===== src/rtl/sqrt_pkg.sv =====
// Width helpers shared by the pipelined integer square-root unit.
// Result width is half the radical width, rounded up.
package sqrt_pkg;

    function automatic int q_width(input int dw);
        return (dw + 1) / 2;
    endfunction

    function automatic int r_width(input int dw);
        return q_width(dw) + 1;
    endfunction

endpackage


===== src/rtl/sqrt_stage.sv =====
// One restoring square-root digit step: consumes two radical bits and
// produces one more quotient bit plus the updated partial remainder.
module sqrt_stage #(
    parameter int Q_WIDTH = 11,
    parameter int R_WIDTH = Q_WIDTH + 1
) (
    input  logic [1:0]         rad_bits,
    input  logic [Q_WIDTH-1:0] q_in,
    input  logic [R_WIDTH-1:0] rem_in,
    output logic [Q_WIDTH-1:0] q_out,
    output logic [R_WIDTH-1:0] rem_out
);

    // One spare bit above the shifted remainder so the MSB of the difference is a clean borrow.
    localparam int W = R_WIDTH + 3;

    logic [W-1:0] r_sh;
    logic [W-1:0] trial;
    logic [W-1:0] diff;
    logic         neg;

    always_comb begin
        r_sh    = W'({rem_in, rad_bits});
        trial   = W'({q_in, 2'b01});
        diff    = r_sh - trial;
        neg     = diff[W-1];
        q_out   = Q_WIDTH'({q_in, ~neg});
        rem_out = neg ? R_WIDTH'(r_sh) : R_WIDTH'(diff);
    end

endmodule


===== src/rtl/sqrt_pipe.sv =====
// Fully pipelined floor(sqrt) with remainder and tag sideband; one stage
// per result bit, whole pipeline freezes while the consumer stalls.
module sqrt_pipe
    import sqrt_pkg::*;
#(
    parameter int  DATA_WIDTH = 21,
    parameter int  TAG_WIDTH  = 32,
    localparam int Q_WIDTH    = q_width(DATA_WIDTH),
    localparam int R_WIDTH    = r_width(DATA_WIDTH)
) (
    input  logic                  clk_main,
    input  logic                  sys_rst_n,
    input  logic                  in_valid,
    output logic                  in_ready,
    input  logic [DATA_WIDTH-1:0] radical,
    input  logic [TAG_WIDTH-1:0]  in_tag,
    output logic                  out_valid,
    input  logic                  out_ready,
    output logic [Q_WIDTH-1:0]    q,
    output logic [R_WIDTH-1:0]    remainder,
    output logic [TAG_WIDTH-1:0]  out_tag
);

    localparam int RAD_WIDTH = 2 * Q_WIDTH;

    typedef struct packed {
        logic                 valid;
        logic [Q_WIDTH-1:0]   q;
        logic [R_WIDTH-1:0]   rem;
        logic [RAD_WIDTH-1:0] rad_rest;
        logic [TAG_WIDTH-1:0] tag;
    } stage_t;

    stage_t               pipe    [Q_WIDTH];
    logic [RAD_WIDTH-1:0] rad_src [Q_WIDTH];
    logic [Q_WIDTH-1:0]   q_src   [Q_WIDTH];
    logic [Q_WIDTH-1:0]   q_nxt   [Q_WIDTH];
    logic [R_WIDTH-1:0]   rem_src [Q_WIDTH];
    logic [R_WIDTH-1:0]   rem_nxt [Q_WIDTH];
    logic                 stall;

    assign stall    = out_valid && !out_ready;
    assign in_ready = !stall;

    for (genvar k = 0; k < Q_WIDTH; k++) begin : g_stage
        if (k == 0) begin : g_head
            assign rad_src[k] = RAD_WIDTH'(radical);
            assign q_src[k]   = '0;
            assign rem_src[k] = '0;
        end else begin : g_body
            assign rad_src[k] = pipe[k-1].rad_rest;
            assign q_src[k]   = pipe[k-1].q;
            assign rem_src[k] = pipe[k-1].rem;
        end

        sqrt_stage #(
            .Q_WIDTH (Q_WIDTH),
            .R_WIDTH (R_WIDTH)
        ) u_stage (
            .rad_bits (rad_src[k][RAD_WIDTH-1 -: 2]),
            .q_in     (q_src[k]),
            .rem_in   (rem_src[k]),
            .q_out    (q_nxt[k]),
            .rem_out  (rem_nxt[k])
        );
    end

    // Bubbles shift like data; nothing moves while the output is stalled.
    always_ff @(posedge clk_main or negedge sys_rst_n) begin
        if (!sys_rst_n) begin
            for (int k = 0; k < Q_WIDTH; k++) begin
                pipe[k] <= '0;
            end
        end else if (!stall) begin
            pipe[0].valid    <= in_valid;
            pipe[0].q        <= q_nxt[0];
            pipe[0].rem      <= rem_nxt[0];
            pipe[0].rad_rest <= rad_src[0] << 2;
            pipe[0].tag      <= in_tag;
            for (int k = 1; k < Q_WIDTH; k++) begin
                pipe[k].valid    <= pipe[k-1].valid;
                pipe[k].q        <= q_nxt[k];
                pipe[k].rem      <= rem_nxt[k];
                pipe[k].rad_rest <= pipe[k-1].rad_rest << 2;
                pipe[k].tag      <= pipe[k-1].tag;
            end
        end
    end

    assign out_valid = pipe[Q_WIDTH-1].valid;
    assign q         = pipe[Q_WIDTH-1].q;
    assign remainder = pipe[Q_WIDTH-1].rem;
    assign out_tag   = pipe[Q_WIDTH-1].tag;

endmodule


===== config.mk =====
export PLATFORM = sky130hd
export DESIGN_NAME = sqrt_pipe
export DESIGN_NICKNAME = d
export VERILOG_FILES = /design/src/rtl/sqrt_pkg.sv /design/src/rtl/sqrt_stage.sv /design/src/rtl/sqrt_pipe.sv
export SDC_FILE = /design/constraint.sdc
export NUM_CORES = 1
export LEC_CHECK = 0
export CORE_ASPECT_RATIO = 2
export CORE_MARGIN = 8
export CORE_UTILIZATION = 45
export CTS_BUF_LIST = sky130_fd_sc_hd__clkbuf_16
export DETAILED_ROUTE_END_ITERATION = 8
export PLACE_DENSITY = 0.61
export SYNTH_ARGS = -nofsm -noshare
export SYNTH_HDL_FRONTEND = slang
export SYNTH_SLANG_ARGS = --single-unit

===== constraint.sdc =====
create_clock -name clk_main -period 4.2 [get_ports clk_main]
set_input_delay 0.84 -clock clk_main [delete_from_list [all_inputs] [get_ports clk_main]]
set_output_delay 0.84 -clock clk_main [all_outputs]
set_load 0.01 [all_outputs]

==> results by group <==
Run status
  – Outcome: complete, no violations

Worst setup path
  – Crit end category: output pin
  – Crit-path max FO: 24
  – Max incr delay on CP: 0.58 ns
  – Crit path max-delay family: buffers and inverters
  – Type of the worst setup path: input port to output pin
  – Reg2Reg Depth: 7
  – R2R Setup Slk: around 1.4 ns
  – CP most frequent cell: clkdlybuf4s50_1
  – Worst path slowest cell: clkdlybuf4s50_1
  – Required time worst endpoint: between 3 and 4 ns
  – Critical-path cell list: clkdlybuf4s50_1 -> nor2b_4 -> inv_8 -> clkdlybuf4s50_1
  – Worst reg2reg path startpoint: pipe[366]
  – Critical path buffers and inverters: 3
  – RR Endpoint: pipe[295]
  – Kind of launch point of the worst setup path: input port
  – Crit path DAT: around 2.2 ns

Route
  – Vias/cell: 5.02
  – # DRC: 0
  – DR iter-0 viols: about 1,400
  – First-pass DRT Iterations: 8
  – Vias: about 21,000
  – Routed WL per cell: 14.1 um
  – Post-route antenna net violation count: 0
  – Routed wire length: 57,700 um

Timing
  – Post-route clock period utilization: between 70 and 80%
  – Final Hold Viols: 0
  – Worst-case clock skew: 0.0393 ns
  – Max Fclk: between 300 and 400 MHz
  – Actual slew at the worst max-slew pin: 1.09 ns
  – RSZ-0062 raised after global routing: false
  – Min Tclk post-route: slightly above 3 ns
  – Count of pins over their slew limit: 0
  – Final TNS setup: 0 ns
  – Slew headroom: between 20% and 30%
  – Setup violations, final: 0

Placement
  – Placed cell count: 3,998
  – Port Buf Inserts: ~110
  – DP HPWL: 37,300 um
  – GPL Wtd Cong: 0.846

Global routing
  – Vias in the first global route: around 20,000
  – Largest net degree at the start of global routing: between 200 and 250
  – First-pass GRT wire length: 99,900 um
  – Global Route Usage Sum: 16.0%
  – Initial antenna violation count: 0
  – Overflow after GRT: 0

Cells and area
  – Most frequent cells in the layout: nand2_1 (1,516), dfrtp_1 (651), o21ai_0 (144)
  – Layout cell share with drive strength beyond 1: under 10%
  – Area grow syn2layout: 12.0%
  – Layout Nets: 3,382
  – Diodes inserted: 0
  – Layout Cells excl Fill: 4,106
  – Most common library cell in the layout ignoring fill and taps: nand2_1

Clock tree
  – CTS Buf Count: just under 60
  – Clock root buffer: clkbuf_16
  – Post-CTS Resized: 0
  – CTS tree: built
  – Clock latency on the worst-skew pair: around 0.63 ns
  – Clk slew on worst S/H paths: around 0.06 ns
  – Clock buffer depth: 3
  – Hold-fix buffers at CTS: 0
  – Postcts setup bufs: 0
  – CTS sink count: 651
  – H-tree levels: 2

Logic synthesis
  – Asr flop ratio synth: between 90% and 100%
  – Synth Register Bits: 651
  – Avg Cell Area, Syn: 8.76 um^2
  – Library cells used by synthesis: 77
  – Post-Synthesis Cells: about 3,300
  – Net Count, Synth: 3,391
  – Post-synth EDFFs: 0
  – Post-synthesis sequential area ratio: between 50% and 60%
  – Synth warn: 0
  – Synth Flop Type: dfrtp_1
  – Synth Cell Area: 0.0286 mm^2

Floorplan
  – Num ports: about 110
  – Initial Utilization: 45.1%
  – Die ar.: 0.0724 mm^2
  – Rows: between 100 and 150
  – Core footprint: between 0.06 and 0.07 mm^2
  – Die width: 194 um
  – Die Y: around 370 um

Power
  – PD cells: roughly 810 mW/mm^2
  – P_leak: around 16 nW
  – Maximum VDD drop: approximately 0.00054 V
  – Final Power: roughly 0.026 W

Worst hold path
  – Hold WC Path Type: input port to asynchronous set/reset pin

Run
  – Max-Cap Viols: 0
## sequential cells by signal, indices dropped and copies added (netlist names)
name and count:
pipe 595, out_tag 32, remainder 12, q 11, out_valid 1
## through the flow
stage	util (%)	cell area, um^2	hold WS [ns]	setup slack, ns
floorplan	-	28600	0.430	1.38
global placement	47.4	30100	0.445	0.969
detailed placement	47.4	30100	0.451	0.964
CTS	50.5	32000	0.275	1.18
global route	50.5	32000	0.291	1.10
finish	50.5	32000	0.228	1.17
## layer usage
metal  track usage (%)  up-vias  wire length (um)
li1                  -    10400                 -
met1              21.5     9843             26700
met2              26.5      268             27800
met3              2.34       80              1790
met4              4.90        0              1420
met5                 0        -                 0
## power by group
part | switching [W] | internal (W) | leakage, nW
sequential | 0.00164 | 0.00901 | 7.98
clock | 0.00238 | 0.00307 | 0.989
combinational | 0.00568 | 0.00420 | 7.27
total | 0.00969 | 0.0163 | 16.2
## Yosys cell counts, types with 14 or more instances
cell type / number / area, um^2
o31ai_1: 14 / 105
or3_1: 16 / 100
nor2b_1: 15 / 93.8
a21oi_1: 69 / 345
dfrtp_1: 651 / 16300
buf_4: 56 / 420
and2_1: 15 / 93.8
nand2_1: 1516 / 5690
xor2_1: 15 / 131
inv_1: 87 / 327
a21o_1: 14 / 105
a31oi_1: 35 / 219
clkbuf_1: 154 / 578
o21a_1: 23 / 173
nor3_1: 33 / 165
nand3_1: 33 / 165
mux2i_1: 15 / 150
nor2_1: 122 / 458
o21ai_0: 144 / 721
ha_1: 65 / 813
xnor2_1: 24 / 210
## cells by family (layout without fill, tap and decap cells)
family / count (synthesis) / in the layout / synth area share, %
AOI/OAI and AO/OA: 382 / 382 / 8.34
xor gates and xnor gates: 39 / 39 / 1.19
adders and majority gates: 65 / 65 / 2.84
buffers and inverters: 301 / 340 / 4.71
DFF: 651 / 651 / 56.9
muxes: 22 / 22 / 0.800
and+or+nand+nor: 1809 / 1809 / 25.2
## final cells by class
class                   instances  area (um^2)
flip-flops and latches        651        16300
well taps                     798          998
inverters                      88          338
clock buffers                  58         1450
repair buffers                144         1480
multi-input cells            2317        11000
fillers                      6088        31400
clock inverters                50          495
## how the worst max path moves through the flow
stage                   start        end  slack, ns  cells past startpoint
finish              out_ready   in_ready       1.17                      4
global route        pipe[366]  pipe[295]       1.10                      7
CTS                 out_ready   in_ready       1.18                      4
detailed placement  out_ready  pipe[490]       0.96                      6
global placement    out_ready  pipe[805]       0.97                      6
floorplan           out_ready   in_ready       1.38                      6
(Power assumes the default switching activity.)
